===== config.mk =====
export PLATFORM = sky130hd
export DESIGN_NAME = quad_port_ram_arbiter
export DESIGN_NICKNAME = d
export VERILOG_FILES = /design/src/rtl/quad_port_ram_arbiter.sv
export SDC_FILE = /design/constraint.sdc
export NUM_CORES = 1
export LEC_CHECK = 0
export BUFFER_PORTS_ARGS = -buffer_cell sky130_fd_sc_hd__clkbuf_2
export CORE_AREA = 2 2 222 224
export CTS_BUF_LIST = sky130_fd_sc_hd__clkbuf_2 sky130_fd_sc_hd__clkbuf_4 sky130_fd_sc_hd__clkbuf_8
export DETAILED_ROUTE_END_ITERATION = 16
export DIE_AREA = 0 0 224 226
export SETUP_SLACK_MARGIN = 0.4
export SLEW_MARGIN = 0
export SYNTH_ARGS = -nofsm -noshare
export SYNTH_HDL_FRONTEND = slang
export SYNTH_SLANG_ARGS = --single-unit

===== constraint.sdc =====
create_clock -name clk -period 13.9 [get_ports clk]
set_input_delay 1.39 -clock clk [delete_from_list [all_inputs] [get_ports clk]]
set_output_delay 1.39 -clock clk [all_outputs]
set_load 0.005 [all_outputs]

===== src/rtl/quad_port_ram_arbiter.sv =====
// Four-requester arbiter in front of a RAM with two read/write ports (A, B) and
// two read-only ports (C, D); rotating priority, address-hazard checks, 1-cycle read return.
module quad_port_ram_arbiter #(
  parameter int ADDRESS_SPACE = 12,
  parameter int DATA_SIZE     = 32
) (
  input  logic                       clk,
  input  logic                       rst,
  input  logic [3:0]                 req,
  input  logic [3:0]                 we,
  input  logic [4*ADDRESS_SPACE-1:0] addr,
  input  logic [4*DATA_SIZE-1:0]     wdata,
  output logic [3:0]                 gnt,
  output logic [3:0]                 rvalid,
  output logic [4*DATA_SIZE-1:0]     rdata,
  output logic [ADDRESS_SPACE-1:0]   ram_addr_a,
  output logic [ADDRESS_SPACE-1:0]   ram_addr_b,
  output logic [ADDRESS_SPACE-1:0]   ram_addr_c,
  output logic [ADDRESS_SPACE-1:0]   ram_addr_d,
  output logic [DATA_SIZE-1:0]       ram_data_a,
  output logic [DATA_SIZE-1:0]       ram_data_b,
  output logic                       ram_we_a,
  output logic                       ram_we_b,
  input  logic [DATA_SIZE-1:0]       ram_q_a,
  input  logic [DATA_SIZE-1:0]       ram_q_b,
  input  logic [DATA_SIZE-1:0]       ram_q_c,
  input  logic [DATA_SIZE-1:0]       ram_q_d
);

  localparam int AW = ADDRESS_SPACE;
  localparam int DW = DATA_SIZE;

  logic [AW-1:0] addr_arr  [4];
  logic [DW-1:0] wdata_arr [4];
  logic [DW-1:0] q_arr     [4];

  logic [1:0]    ptr;
  logic [3:0]    gnt_c;
  logic [3:0]    port_vld;
  logic [3:0]    port_wr;
  logic [1:0]    port_id [4];
  logic [1:0]    cur;
  logic [1:0]    hi;
  logic [1:0]    slot;
  logic          blocked;
  logic          placed;

  logic [3:0]    own_vld_p1;
  logic [1:0]    own_id_p1 [4];

  always_comb begin
    for (int n = 0; n < 4; n++) begin
      addr_arr[n]  = addr[n*AW +: AW];
      wdata_arr[n] = wdata[n*DW +: DW];
    end
    q_arr[0] = ram_q_a;
    q_arr[1] = ram_q_b;
    q_arr[2] = ram_q_c;
    q_arr[3] = ram_q_d;
  end

  // Port index 0..3 maps to A, B, C, D; writes fill A/B first, reads then take C, D, A, B.
  always_comb begin
    gnt_c    = '0;
    port_vld = '0;
    port_wr  = '0;
    cur      = '0;
    hi       = '0;
    slot     = '0;
    blocked  = 1'b0;
    placed   = 1'b0;
    for (int p = 0; p < 4; p++) port_id[p] = '0;
    if (!rst) begin
      for (int k = 0; k < 4; k++) begin
        cur = ptr + 2'(k);
        if (req[cur] && we[cur]) begin
          blocked = 1'b0;
          for (int j = 0; j < k; j++) begin
            hi = ptr + 2'(j);
            if (req[hi] && (addr_arr[hi] == addr_arr[cur]) && (!we[hi] || gnt_c[hi]))
              blocked = 1'b1;
          end
          if (!blocked && !port_vld[0]) begin
            port_vld[0] = 1'b1;
            port_wr[0]  = 1'b1;
            port_id[0]  = cur;
            gnt_c[cur]  = 1'b1;
          end else if (!blocked && !port_vld[1]) begin
            port_vld[1] = 1'b1;
            port_wr[1]  = 1'b1;
            port_id[1]  = cur;
            gnt_c[cur]  = 1'b1;
          end
        end
      end
      for (int k = 0; k < 4; k++) begin
        cur = ptr + 2'(k);
        if (req[cur] && !we[cur]) begin
          blocked = 1'b0;
          for (int p = 0; p < 2; p++) begin
            if (port_wr[p] && (addr_arr[port_id[p]] == addr_arr[cur]))
              blocked = 1'b1;
          end
          placed = blocked;
          for (int s = 0; s < 4; s++) begin
            slot = 2'(s + 2);
            if (!placed && !port_vld[slot]) begin
              port_vld[slot] = 1'b1;
              port_id[slot]  = cur;
              gnt_c[cur]     = 1'b1;
              placed         = 1'b1;
            end
          end
        end
      end
    end
  end

  assign gnt = gnt_c;

  always_comb begin
    ram_addr_a = port_vld[0] ? addr_arr[port_id[0]] : '0;
    ram_addr_b = port_vld[1] ? addr_arr[port_id[1]] : '0;
    ram_addr_c = port_vld[2] ? addr_arr[port_id[2]] : '0;
    ram_addr_d = port_vld[3] ? addr_arr[port_id[3]] : '0;
    ram_data_a = port_wr[0] ? wdata_arr[port_id[0]] : '0;
    ram_data_b = port_wr[1] ? wdata_arr[port_id[1]] : '0;
    ram_we_a   = port_wr[0];
    ram_we_b   = port_wr[1];
  end

  // Stage p1: read ownership per port, aligned with the RAM's registered output.
  always_ff @(posedge clk) begin
    if (rst) begin
      ptr        <= 2'd0;
      own_vld_p1 <= '0;
    end else begin
      if (|(req & ~gnt_c)) ptr <= ptr + 2'd1;
      own_vld_p1 <= port_vld & ~port_wr;
    end
  end

  always_ff @(posedge clk) begin
    for (int p = 0; p < 4; p++) own_id_p1[p] <= port_id[p];
  end

  // A read in flight when reset arrives is dropped rather than returned.
  always_comb begin
    rvalid = '0;
    rdata  = '0;
    if (!rst) begin
      for (int p = 0; p < 4; p++) begin
        if (own_vld_p1[p]) begin
          rvalid[own_id_p1[p]] = 1'b1;
          rdata[int'(own_id_p1[p])*DW +: DW] = q_arr[p];
        end
      end
    end
  end

endmodule


# Word level (Yosys, flattened, before mapping)
# Memories as Yosys holds them, arrays and structs flattened.
# Cells that the tools add are included.
# op_classes
add_sub_neg	7
n_lt_le_gt_ge	32
eq_ne	14
n_shift	8
muxes	338
n_bitwise	43
n_reduce_logical	104
# op_table
cell	count
128-bit two-way mux	8
32-bit by 33-bit variable shift with 128-bit output, first input constant	4
32-bit by 33-bit variable part select with 128-bit output	4
12-bit two-way mux	36
12-bit binary-select mux with 2-bit select	16
128-bit bitwise mux	3
4-bit two-way mux	83
32-bit two-way mux	6
12-bit == test	14
7-bit negation with 33-bit output	4
128-bit bitwise AND	1
32-bit binary-select mux with 2-bit select	2
1-bit two-way mux	117
4-bit OR	22
2-bit two-way mux	37
8-bit two-way mux	8
1-bit logical AND	56
3-bit >= comparator, second input constant	16
2-bit NOT with 3-bit output	16
1-bit zero test	41
1-bit binary-select mux with 2-bit select	14
2-bit by 3-bit less-than comparator with 1-bit output, second input constant	8
1-bit demux with 2-bit select	8
2-bit by 1-bit >= comparator with 1-bit output, second input constant	8
7 further kinds	14
# totals
ff_bits	6
mem_bits_rw	8
input_bits	314
out_inout_bits	250
word_cells	549
memories	1
# mem_list
memory	words	width	read_ports	rd_ports_with_merged_regs	write_ports	line_no	source
own_id_p1	4	2	4	0	4	49	logic [1:0] own_id_p1 [4];

# Depth between registers and ports, before layout
# depth
word_depth	156
ltp_mapped	46
mapped_depth_nobuf	30

# Worst setup path before layout
# No wires, ideal clock.
# synth_timing
kind	reg2out
startpoint	reg ptr[0]
endpoint	out ram_data_b[0]
arrival_time_ps	9980
t_required_ps	12510
path_slack_ps	2530
stages_incl_launch_ff	39
cell_sequence	dfxtp_1 buf_2 buf_6 buf_6 clkinv_1 clkbuf_1 ha_1 buf_2 buf_6 mux4_2 xor2_1 nor4_2 nand4_2 a221o_1 a221o_1 o31a_1 and3_1 or4_4 [3 not listed] buf_4 buf_2 mux2i_1 mux2i_1 xor2_1 nor3_1 a31o_1 o41ai_2 buf_4 mux4_2 xnor2_1 nor4_1 a41oi_1 nand3b_2 mux2i_4 buf_6 mux4_2 and2_1
# synth_via
elab_chain_len	149
elab_cells_between_ends	353
cone_classes	add/sub (3); order compare (6); eq/ne (14); mux (219); bitwise (15); reduce/logical (96)
# synth_rtl
item	line_no	source
start: declaration	37	logic [1:0] ptr;
start signal: assignment	138	if (|(req & ~gnt_c)) ptr <= ptr + 2'd1;
2-bit by 3-bit less-than comparator with 1-bit output (not written as such) or 2-bit by 1-bit >= comparator with 1-bit output (tied branches)	87	gnt_c[cur] = 1'b1;
1-bit logical AND (not written as such)	87	
1-bit two-way mux (not written as such)	87	
1-bit demux with 2-bit select	87	
4-bit two-way mux	76	if (req[cur] && we[cur]) begin
4-bit two-way mux	73	if (!rst) begin
1-bit binary-select mux with 2-bit select	80	if (req[hi] && (addr_arr[hi] == addr_arr[cur]) && (!we[hi] || gnt_c[hi]))
1-bit two-way mux (not written as such)	80	
[132 not listed]	-	
1-bit logical AND	107	if (!placed && !port_vld[slot]) begin
2-bit two-way mux	107	
8-bit two-way mux	98	if (req[cur] && !we[cur]) begin
8-bit two-way mux	73	
2-bit NOT with 3-bit output (not written as such)	127	ram_data_b = port_wr[1] ? wdata_arr[port_id[1]] : '0;
32-bit binary-select mux with 2-bit select	127	
32-bit two-way mux (not written as such) (2 in a row)	127	
32-bit two-way mux *	127	
end: declaration	21	output logic [DATA_SIZE-1:0] ram_data_b,
# Mark *: on every way between the ends. The rest lies on a longest branch, timed or not. The select of a mux whose other input is x is not followed.

# Worst setup path in the final report
# layout_timing
startpoint	in addr[12]
endpoint	out ram_data_b[19]
# layout_via
elab_chain_len	145
elab_cells_between_ends	292
cone_classes	eq/ne (14); mux (190); bitwise (10); reduce/logical (78)
# layout_rtl
item	line_no	source
start: declaration	11	input logic [4*ADDRESS_SPACE-1:0] addr,
12-bit binary-select mux with 2-bit select	80, 101	
12-bit two-way mux (not written as such) (2 in a row)	80, 101	
12-bit == test	80	
1-bit logical AND (2 in a row)	80	
1-bit two-way mux	80	
1-bit two-way mux	76	
1-bit two-way mux	73	
1-bit zero test	83, 88	
[126 not listed]	-	
1-bit logical AND	107	
2-bit two-way mux	107	
8-bit two-way mux	98	
8-bit two-way mux	73	
2-bit NOT with 3-bit output (not written as such)	127	
32-bit binary-select mux with 2-bit select	127	
32-bit two-way mux (not written as such) (2 in a row)	127	
32-bit two-way mux *	127	
# Marks and branches as above.

==> results.sh <==
export IMPL_worstSetupEndpointType="primary output"
export IMPL_cts_hold_buf=0
export IMPL_p_int_w=0.00164
export IMPL_r2r_slack_ps=3030
export IMPL_cp_num_buf_inv=4
export IMPL_antenna_left=0
export IMPL_crit_end="ram_data_b[19]"
export IMPL_layout_nets=2772
export IMPL_num_vias=19900
export IMPL_cpPeakStageDelay_ps=650
export IMPL_stdcell_count=3051
export IMPL_synth_compound_area_share_pct=28.7
export IMPL_clock_path_buffers=2
export IMPL_synth_edf_count=0
export IMPL_place_congestion=0.994
export IMPL_wl_mm=83.9
export IMPL_min_path_type="register to register"
export IMPL_fin_skew_ps=3.68
export IMPL_grt_pass1_vias=18800
export IMPL_rows=81
export IMPL_antenna_found_initial=9
export IMPL_p_clk_share_pct=1.1
export IMPL_hold_viol=0
export IMPL_clk_pin_slew_ps=60
export IMPL_die_area_um2=50600
export IMPL_worstPathArrival_ps=11740
export IMPL_cp_num_cells=32
export IMPL_async_flop_share_pct=0
export IMPL_die_h_um=226
export IMPL_min_period_ps=13130
export IMPL_root_buffer="clkbuf_8"
export IMPL_synthAdderAreaFrac_pct=3.14
export IMPL_p_comb_share_pct=96.7
export IMPL_fill_cells=5052
export IMPL_syn_inst=2008
export IMPL_ys_types=89
export IMPL_cap_violations=0
export IMPL_start_kind="input pin"
export IMPL_status="finished clean"
export IMPL_drt_pass1_iter_count=6
export IMPL_wl_per_cell_um=27.5
export IMPL_synth_top_family_by_area="multiplexers"
export IMPL_ys_warn_count=0
export IMPL_final_setup_tns_ps=0
export IMPL_setup_viol=0
export IMPL_multi_input_area_um2=13600
export IMPL_dp_hpwl_mm=60.9
export IMPL_crit_start="addr[12]"
export IMPL_tritoncts_num_buffers=3
export IMPL_seqCellArea_um2=284
export IMPL_ys_ff_latch=14
export IMPL_slew_headroom_pct=20.6
export IMPL_switching_share_pct=56.6
export IMPL_syn_to_final_growth_pct=23.8
export IMPL_dp_cells=3040
export IMPL_cts_tree="yes"
export IMPL_synthXorXnorAreaFrac_pct=8.87
export IMPL_synth_ff_type="dfxtp_1"
export IMPL_grt_max_degree=116
export IMPL_clock_latency_ps=250
export IMPL_drive_gt1_share_pct=34.3
export IMPL_cts_resized=0
export IMPL_path_max_fanout=15
export IMPL_synth_nets=2357
export IMPL_leakage_nw=7.14
export IMPL_crit_path_frequent_cell="mux4_2"
export IMPL_io_buffers=563
export IMPL_syn_area_um2=14900
export IMPL_synth_mux_area_share_pct=30.4
export IMPL_ff2ff_path_depth=32
export IMPL_fmax_ghz=0.0762
export IMPL_critPathTopFamily="simple AND/OR/NAND/NOR gates"
export IMPL_avgSynthCellArea_um2=7.42
export IMPL_cp_required_ps=12510
export IMPL_p_seq_share_pct=2.2
export IMPL_drc=0
export IMPL_p_sw_w=0.00214
export IMPL_slowest_stage="mux4_2"
export IMPL_viasPerCell=6.51
export IMPL_crit_type="input pin to primary output"
export IMPL_slew_violations=0
export IMPL_p_per_area_nw_per_um2=205
export IMPL_grt_pass1_wl_mm=121
export IMPL_start_util_pct=30.8
export IMPL_grt_util_all_layers_pct=31.1
export IMPL_peakVddDrop_uv=114
export IMPL_grt_overflow=0
export IMPL_core_area_um2=48300
export IMPL_ys_seq_area_share_pct=1.88
export IMPL_io_pin_count=564
export IMPL_worst_pin_slew_ps=1190
export IMPL_rsz0062_at_grt="no"
export IMPL_r2r_start="ptr[1]"
export IMPL_fin_crit_sh_pct=94.4
export IMPL_cts_sinks=14
export IMPL_cts_setup_buffers=0
export IMPL_timing_rr_end="own_id_p1[0][1]"
export IMPL_die_x_um=224
export IMPL_htreeDepth=1
export IMPL_drtIter0Drc=2761
export IMPL_synth_simple_area_share_pct=19.1
## area by class of cell
type	count	area share (%)
clock buffers	4	0.298
flip-flops and latches	14	1.54
well taps	622	4.22
multi-input cells	1726	73.8
diodes	7	0.0949
inverters	29	0.590
repair buffers	649	19.5
## per-layer routing
| layer | vias up | track usage [%] | part of all wire [%] |
|---|---|---|---|
| met1 | 9495 | 39.3 | 38 |
| met3 | 312 | 6.30 | 11 |
| met5 | - | 0 | 0.032 |
| li1 | 8467 | - | - |
| met2 | 1591 | 50.8 | 46 |
| met4 | 4 | 14.6 | 5.1 |
## Yosys cell counts (5+ instances only)
cell      instances  area share, %
a21oi_1          19           0.64
ha_1             35            2.9
nand2_1         210            5.3
a22oi_1         265             13
and3_1           13           0.55
nor2_1          168            4.2
o311a_1           6           0.40
mux4_2          111             17
and2_1           72            3.0
buf_4            11           0.55
o21ai_0         164            5.5
a221oi_1          6           0.35
nor4_1           14           0.59
dfxtp_1          14            1.9
o211ai_1          5           0.25
o21ai_1          16           0.54
buf_2            23           0.77
clkbuf_1        190            4.8
o22ai_1          61            2.6
a211oi_1          7           0.35
a32oi_1          14           0.82
inv_1            27           0.68
a221o_1           6           0.40
mux2i_1         189             13
mux2_2           11           0.83
xor2_1           60            3.5
nor3_1           22           0.74
or3b_1            6           0.35
buf_6            12           0.91
nand4_1          21           0.88
xnor2_1          91            5.3
nand3_1          22           0.74
a31oi_1           8           0.34
nor4b_1           6           0.35
## worst reg2reg max path, delay by kind of cell, from the launching register on
kind | cells | cell delay [ps]
XOR/XNOR | 3 | 730
AND/OR/NAND/NOR | 13 | 3990
adder cells (fa/ha/maj) | 1 | 720
flip-flops | 1 | 340
AO/OA/AOI/OAI | 6 | 1870
buffers and inverters | 4 | 910
multiplexers | 5 | 2190
## cell usage in the layout, fill, tap and decap left out, types with 27 or more instances in the layout
master,count
xor2_1,60
nor2_1,168
a22oi_1,265
buf_4,77
clkbuf_2,562
and2_1,72
xnor2_1,91
ha_1,34
o21ai_0,164
inv_1,27
mux2i_1,188
o22ai_1,61
mux4_2,111
nand2_1,208
## flip-flops by register name, indices dropped and copies added, names as in the netlist
register / count
own_id_p1: 8
own_vld_p1: 4
ptr: 2
## power by group through the flow
stage                     Clock (W)  Sequential [W]  Combinational (W)
after CTS                 0.0000404       0.0000845            0.00358
final                     0.0000400       0.0000851            0.00366
after detailed placement          0       0.0000853            0.00356
after global placement            0       0.0000845            0.00356
after floorplan                   0       0.0000741            0.00249
after global routing      0.0000435       0.0000884            0.00387
## worst min path at each step
stage | slack (ps) | startpoint | cells past startpoint | end
after floorplan | 990 | ptr[1] | 5 | ptr[0]
after global placement | 900 | ptr[0] | 4 | ptr[0]
after detailed placement | 920 | ptr[0] | 4 | ptr[0]
after CTS | 930 | ptr[0] | 4 | ptr[0]
after global routing | 990 | ptr[1] | 3 | ptr[1]
final | 950 | ptr[1] | 3 | ptr[1]
## per-stage QoR
step | power (W) | instance area [µm²] | utilization, % | hold slack (ps) | setup WS (ps)
2_1_floorplan | 0.00257 | 14900 | - | 994 | 2530
3_3_place_gp | 0.00365 | 18300 | 38.0 | 905 | 883
3_5_place_dp | 0.00365 | 18300 | 38.0 | 916 | 873
4_1_cts | 0.00370 | 18400 | 38.1 | 928 | 609
5_1_grt | 0.00400 | 18500 | 38.2 | 991 | 383
6_report | 0.00379 | 18500 | 38.2 | 950 | 774
## cell families after synthesis
family / after synthesis
buffers and inverters: 268
flip-flops: 14
AO/OA/AOI/OAI: 630
adder cells (fa/ha/maj): 38
multiplexers: 312
XOR/XNOR: 151
AND/OR/NAND/NOR: 595
Power figures use the tool's default switching activity.
